File: config.mk
export PLATFORM = sky130hd
export DESIGN_NAME = universal_shift_reg
export DESIGN_NICKNAME = d
export VERILOG_FILES = /design/src/rtl/usr_pkg.sv /design/src/rtl/usr_bit_cell.sv /design/src/rtl/universal_shift_reg.sv
export SDC_FILE = /design/constraint.sdc
export NUM_CORES = 1
export LEC_CHECK = 0
export ABC_AREA = 1
export CELL_PAD_IN_SITES_DETAIL_PLACEMENT = 1
export CELL_PAD_IN_SITES_GLOBAL_PLACEMENT = 1
export CORE_MARGIN = 1
export CORE_UTILIZATION = 35
export DETAILED_ROUTE_END_ITERATION = 10
export DONT_BUFFER_PORTS = 1
export PLACE_DENSITY = 0.73
export SLEW_MARGIN = 25
export SYNTH_ARGS = -nofsm -noshare
export SYNTH_HDL_FRONTEND = slang
export SYNTH_HIERARCHICAL = 1
export SYNTH_SLANG_ARGS = --single-unit
File: constraint.sdc
create_clock -name clk -period 2.55 [get_ports clk]
set_clock_uncertainty 0.2 [all_clocks]
set_input_delay 0.51 -clock clk [delete_from_list [all_inputs] [get_ports clk]]
set_output_delay 0.51 -clock clk [all_outputs]
set_load 0.02 [all_outputs]
File: src/rtl/usr_pkg.sv
// usr_pkg: shared op codes, FSM states and default width for universal_shift_reg
package usr_pkg;
  localparam int USR_WIDTH = 8;
  typedef enum logic [2:0] {
    OP_HOLD = 3'd0,
    OP_LOAD = 3'd1,
    OP_SHR  = 3'd2,
    OP_SHL  = 3'd3,
    OP_ASR  = 3'd4,
    OP_ROR  = 3'd5,
    OP_ROL  = 3'd6,
    OP_RSVD = 3'd7
  } op_e;
  typedef enum logic [1:0] {
    S_IDLE  = 2'd0,
    S_SHIFT = 2'd1,
    S_DONE  = 2'd2
  } state_e;
endpackage

File: src/rtl/usr_bit_cell.sv
// usr_bit_cell: one register bit with load/shift next-state mux.
// Ports: clk, rst (sync, active-high), load/shift/left controls, d (parallel bit),
// r_nb (value arriving on a right shift), l_nb (value arriving on a left shift), q (flop output).
module usr_bit_cell (
  input  logic clk,
  input  logic rst,
  input  logic load,
  input  logic shift,
  input  logic left,
  input  logic d,
  input  logic r_nb,
  input  logic l_nb,
  output logic q
);
  logic q_q, q_d;
  always_comb q_d = load ? d : shift ? (left ? l_nb : r_nb) : q_q;
  always_ff @(posedge clk)
    if (rst) q_q <= 1'b0;
    else     q_q <= q_d;
  assign q = q_q;
endmodule

File: src/rtl/universal_shift_reg.sv
// universal_shift_reg: multi-cycle universal shift register (load/shift/arith/rotate) with IDLE/SHIFT/DONE FSM.
// Ports: clk, rst (sync, active-high), start/op/amt request, d parallel data, si_r/si_l serial inputs,
// q register, busy (in SHIFT), done (one-cycle pulse), so_r = q[0], so_l = q[WIDTH-1].
// Define USR_ROTATE_EN to build ROR/ROL; otherwise those op codes behave as HOLD.
module universal_shift_reg
  import usr_pkg::*;
#(
  parameter int WIDTH = USR_WIDTH,
  parameter int CNT_W = 4
) (
  input  logic             clk,
  input  logic             rst,
  input  logic             start,
  input  logic [2:0]       op,
  input  logic [CNT_W-1:0] amt,
  input  logic [WIDTH-1:0] d,
  input  logic             si_r,
  input  logic             si_l,
  output logic [WIDTH-1:0] q,
  output logic             busy,
  output logic             done,
  output logic             so_r,
  output logic             so_l
);
  state_e           state_q, state_d;
  op_e              op_q, op_d, op_in;
  logic [CNT_W-1:0] cnt_q, cnt_d;
  logic             load, step, is_shift, left, msb_in, lsb_in;
  logic [WIDTH-1:0] r_nb, l_nb;
  assign op_in = op_e'(op);
`ifdef USR_ROTATE_EN
  assign is_shift = op_in inside {OP_SHR, OP_SHL, OP_ASR, OP_ROR, OP_ROL};
  assign left     = op_q == OP_SHL || op_q == OP_ROL;
  assign msb_in   = op_q == OP_SHR ? si_r : op_q == OP_ASR ? q[WIDTH-1] : q[0];
  assign lsb_in   = op_q == OP_ROL ? q[WIDTH-1] : si_l;
`else
  assign is_shift = op_in inside {OP_SHR, OP_SHL, OP_ASR};
  assign left     = op_q == OP_SHL;
  assign msb_in   = op_q == OP_SHR ? si_r : q[WIDTH-1];
  assign lsb_in   = si_l;
`endif
  assign r_nb = {msb_in, q[WIDTH-1:1]};
  assign l_nb = {q[WIDTH-2:0], lsb_in};
  always_comb begin
    state_d = state_q;
    op_d    = op_q;
    cnt_d   = cnt_q;
    load    = 1'b0;
    step    = 1'b0;
    unique case (state_q)
      S_IDLE: if (start) begin
        op_d    = op_in;
        cnt_d   = amt;
        load    = op_in == OP_LOAD;
        state_d = (is_shift && amt != '0) ? S_SHIFT : S_DONE;
      end
      S_SHIFT: begin
        step    = 1'b1;
        cnt_d   = cnt_q - CNT_W'(1);
        state_d = cnt_q == CNT_W'(1) ? S_DONE : S_SHIFT;
      end
      default: state_d = S_IDLE;
    endcase
  end
  always_ff @(posedge clk)
    if (rst) begin
      state_q <= S_IDLE;
      op_q    <= OP_HOLD;
      cnt_q   <= '0;
    end else begin
      state_q <= state_d;
      op_q    <= op_d;
      cnt_q   <= cnt_d;
    end
  for (genvar i = 0; i < WIDTH; i++) begin : g_bit
    usr_bit_cell u_cell (
      .clk  (clk),
      .rst  (rst),
      .load (load),
      .shift(step),
      .left (left),
      .d    (d[i]),
      .r_nb (r_nb[i]),
      .l_nb (l_nb[i]),
      .q    (q[i])
    );
  end
  assign busy = state_q == S_SHIFT;
  assign done = state_q == S_DONE;
  assign so_r = q[0];
  assign so_l = q[WIDTH-1];
endmodule

### Word level (Yosys, flattened, before mapping)

Cells that the tools add are included.

* bits in registers: 17
* input port bits: 20
* word-level logic and storage cells: 66
* output and inout port bits: 12

* mux-type cells: 34
* reduce and logical (&&, ||, !) cells: 10
* equal/unequal tests: 10
* add/subtract/negate cells: 1

Operators by type and width (count)
* 2-to-1 mux 1 bit: 28
* == test 3 x 2 -> 1 bit (second input constant): 4
* one-hot mux 4 bit (2 select lines): 1
* 2-to-1 mux 2 bit: 3
* AND reduction 2 bit: 3
* nonzero test 3 bit: 2
* == test 4 x 1 -> 1 bit (second input constant): 1
* 2-to-1 mux 4 bit: 1
* one-hot mux 2 bit (2 select lines): 1
* nonzero test 2 bit: 2
* nonzero test 4 bit: 1
* subtractor 4 x 1 -> 4 bit (second input constant): 1
* == test 3 x 1 -> 1 bit (second input constant): 1
* == test 3 bit (second input constant): 1
* == test 2 x 1 -> 1 bit (second input constant): 1
* == test 2 bit (second input constant): 1
* zero test 2 bit: 1
* inequality test 2 bit (second input constant): 1
* logical AND 1 bit: 1

### Logic depth before layout (Yosys ltp)

* depth after elaboration: 6
* gate-level depth with buffers: 8
* mapped depth without buffers: 8

### By module

The synthesis kept the hierarchy.

Modules (own cells, without submodules)
* universal_shift_reg: instances 1, area an instance 558.0 µm², cells an instance 83, seq. area each 180.2 µm²
* usr_bit_cell: instances 8, area an instance 66.3 µm², cells an instance 10, seq. area each 20.0 µm²

### Worst setup path before layout

Ideal clock, no wire load.

* path kind: register -> register
* from: register state_q[1]
* to: register g_bit[0].u_cell.q_q
* path buffers: 0
* setup slack: 885 ps
* data required time: 2232 ps
* setup time: 118 ps
* stages on the path, launching flop included: 9
* arrival time: 1347 ps
* period minus slack after synthesis: 1665 ps
* cells stage by stage: dfxtp_1 nor2_2 nand2_2 inv_4 nand2_2 nor3_2 inv_1 o21bai_1 a21oi_2

* cells in the longest elaborated chain, start to end: 3
* elaborated cells on any way between the ends: 6
* classes of those cells: 1 x eq/ne; 3 x mux; 2 x reduce/logical

RTL lines
* start: declaration: line universal_shift_reg.sv:25 `state_e state_q, state_d;`
* start signal: assignment: line universal_shift_reg.sv:71 `state_q <= state_d;`
* zero test 2 bit (*): line universal_shift_reg.sv:50 `unique case (state_q)`
* 2-to-1 mux 1 bit (*): line universal_shift_reg.sv:50
* named net load: line universal_shift_reg.sv:28 `logic load, step, is_shift, left, msb_in, lsb_in;`
* 2-to-1 mux 1 bit / nonzero test 2 bit (equally long branches)
* end signal: assignment: line usr_bit_cell.sv:19 `else q_q <= q_d;`
* end: declaration: line usr_bit_cell.sv:15 `logic q_q, q_d;`

Mark *: on every way through the listed nets, which the timed path passes. The rest lies on a longest branch.
A chain may end at the register's enable or synchronous reset.

### Worst setup path after layout

* from: register state_q[0]
* to: output busy

* cells in the longest elaborated chain, start to end: 1

RTL lines
* == test 2 x 1 -> 1 bit: line universal_shift_reg.sv:88 `assign busy = state_q == S_SHIFT;`
* end: declaration: line universal_shift_reg.sv:20 `output logic busy,`

No other way between the ends.

==> results.toml <==
[timing]
tightest_slew_ps = 614.6
hold_viol = 0
setup_viol = 0
fin_crit_ps = 1993
finalCritPeriodShare_pct = 78.18
slew_headroom_pct = 58.93
maxSlewViolCount = 0
finalSetupTns_ps = 0
clock.fmax_ghz = 0.5016
rsz0062_at_grt = "false"

[cells_and_area]
syn_to_final_growth_pct = 5.402
antenna_cells = 0
fillCellCount = 390
fin_area_um2 = 1147
drive_above_1_share_pct = 14.46
final_cells = 197
fin_util_pct = 40.22
fin_nets = 189

[power_and_ir_drop]
powerDensity_nw_per_um2 = 558.2
vdd_drop_max_mv = 0.2603
power_mw = 0.6404
p_leak_nw = 0.4097

[setup_path]
crit_cells = 2
r2r_start = "state_q[1]"
critical_path_required_ps = 1840
path_class = "flop to output port"
r2r-end = "g_bit[0].u_cell/q"
crit_chain = "inv_2, nor2_4"
crit_path_start_kind = "flop"
cp_slowest_stage_delay_ps = 480
crit_arrival_ps = 1280
reg2reg_slack_ps = 640
cp_max_fo = 25
rr_worst_depth = 8
crit_slowest_cell = "nor2_4"
worst_setup_path_end_kind = "output port"
crit_buf_inv = 1
cp-startpoint = "state_q[0]"
path_delay_family = "simple AND/OR/NAND/NOR gates"
endpoint = "busy"

[route]
wirelength_um = 2690
ant_nets = 0
num_vias = 1027
wl_met1_um = 1092
avgRoutedWirePerCell_um = 13.65
via_per_inst = 5.213
drt_iter0_markers = 9
met2WireLength_um = 1408
firstDrtPassIters = 7
dr_wl_met3_um = 171
highest_layer = "met4"
remaining_drc_errors = 3

[floorplan]
rows = 19
ios = 32
die_h_um = 57.77
start_util_pct = 38.16
dieWidth_um = 57.77
core_um2 = 2853
die_area_um2 = 3337

[grt]
antenna_found_initial = 0
grt_max_degree = 26
grt_pass1_wl_um = 4678
grt_pass1_vias = 1072
grt_overflow = 0
grt_usage_pct = 18.03

[logic_synthesis]
yosys-top-cells-area = "dfxtp_1 31%, nand2_1 15%, inv_1 9.0%"
synth.distinct_cells = 24
yosysTopAreaCellShare_pct = 31.26
syn_area_per_cell_um2 = 6.678
yosysTopAreaCell = "dfxtp_1"
synth_nets = 185
synth_cells = 163
ys_dominant_reg_cell = "dfxtp_1"
ys_ff_latch = 17
synth_area_um2 = 1089
async_reset_ff_share_pct = 0
yosysSeqAreaShare_pct = 31.26
synth.yosys.warnings = 6
synth_edf_count = 0

[clocking]
post_cts_buffers = 0
cts_buffers = 3
clk_pin_slew_ps = 110
cts_root_buf = "clkbuf_4"
cts_hold_buf = 0
cts_tree = "done"
cts_max_level = 1
clock_path_buffers = 2
cts_resized = 0
clk_latency_ps = 300
clkSinkCount = 17

[placed_design]
placed_area_um2 = 1120
placedCellCount = 193
gp_congestion = 0.7502
dp_hpwl_um = 2057
numPortBuffers = 0

[status]
violations = "design-rule violations"
status = "finished with violations"

[worst_hold_path]
hold_path.startpoint = "rst"
hp-class = "input pin to flop"
holdPathStages = 1

[flow_run]
maxCapViolations = 0
synth_stat cells, types with 2 or more instances:
master,number
a21oi_2,9
buf_4,2
inv_2,2
dfxtp_1,17
ha_1,2
a31oi_1,2
nor2_1,8
inv_1,26
o21ai_1,4
o21bai_1,8
or2_0,8
a21oi_1,4
nand2_1,44
nand2_2,3
nand3_1,15
power by group:
| part | total [mW] | switching (mW) | internal (mW) |
|---|---|---|---|
| clock | 0.155 | 0.0970 | 0.0585 |
| sequential | 0.338 | 0.0462 | 0.292 |
| combinational | 0.147 | 0.0873 | 0.0595 |
| total | 0.640 | 0.230 | 0.410 |
layer usage:
layer  track usage (%)  up-vias
met5                 0        -
met3             6.473        2
li1                  -      520
met4             2.041        0
met1             19.23      482
met2             34.88       23
flip-flops by register name, indices dropped and copies added, names as in the netlist:
register and count:
cnt_q 4, g_bit.u_cell/q 8, op_q 3, state_q 2
cell usage in the layout, fill, tap and decap left out:
| cell | instances |
|---|---|
| nor3_2 | 1 |
| o21ai_0 | 1 |
| dfxtp_1 | 17 |
| buf_4 | 1 |
| inv_4 | 1 |
| nand4_1 | 1 |
| a21oi_2 | 9 |
| ha_1 | 2 |
| o31ai_1 | 1 |
| clkinv_2 | 1 |
| nor2_4 | 1 |
| inv_2 | 2 |
| o21bai_1 | 8 |
| nor2_2 | 1 |
| or3b_1 | 1 |
| or2_0 | 8 |
| a21oi_1 | 4 |
| nand2_2 | 3 |
| nand2_1 | 44 |
| clkbuf_4 | 3 |
| o21ai_1 | 4 |
| nor2_1 | 8 |
| a31oi_1 | 2 |
| o21bai_2 | 1 |
| nand3_1 | 15 |
| inv_1 | 26 |
worst min-delay path by stage:
stage | to | slack (ps)
after floorplan | op_q[0] | 250
after global placement | cnt_q[3] | 270
after detailed placement | op_q[0] | 280
after CTS | cnt_q[1] | 50
after global routing | cnt_q[1] | 30
final | cnt_q[3] | 50
logic make-up after synthesis:
family | count (synthesis) | share of synthesized area, %
flip-flops | 17 | 31.26
buffers and inverters | 31 | 11.61
AO/OA/AOI/OAI | 30 | 19.77
AND/OR/NAND/NOR | 83 | 35.06
adder cells (fa/ha/maj) | 2 | 2.298
stage by stage:
stage	worst slack, ps	hold slack, ps
after floorplan	884.7	248.2
after global routing	447.1	29.38
final	556.5	54.71
after detailed placement	630.6	280.1
after CTS	524.4	46.12
after global placement	707.7	272.7
cell type report:
type	count	area, um2	share of cell area [%]
well taps	31	38.79	3.381
clock buffers	3	22.52	1.963
multi-input cells	115	621.8	54.20
inverters	29	111.4	9.706
flip-flops and latches	17	340.3	29.66
clock inverters	1	5.005	0.4362
repair buffers	1	7.507	0.6543
(Power assumes the default switching activity.)
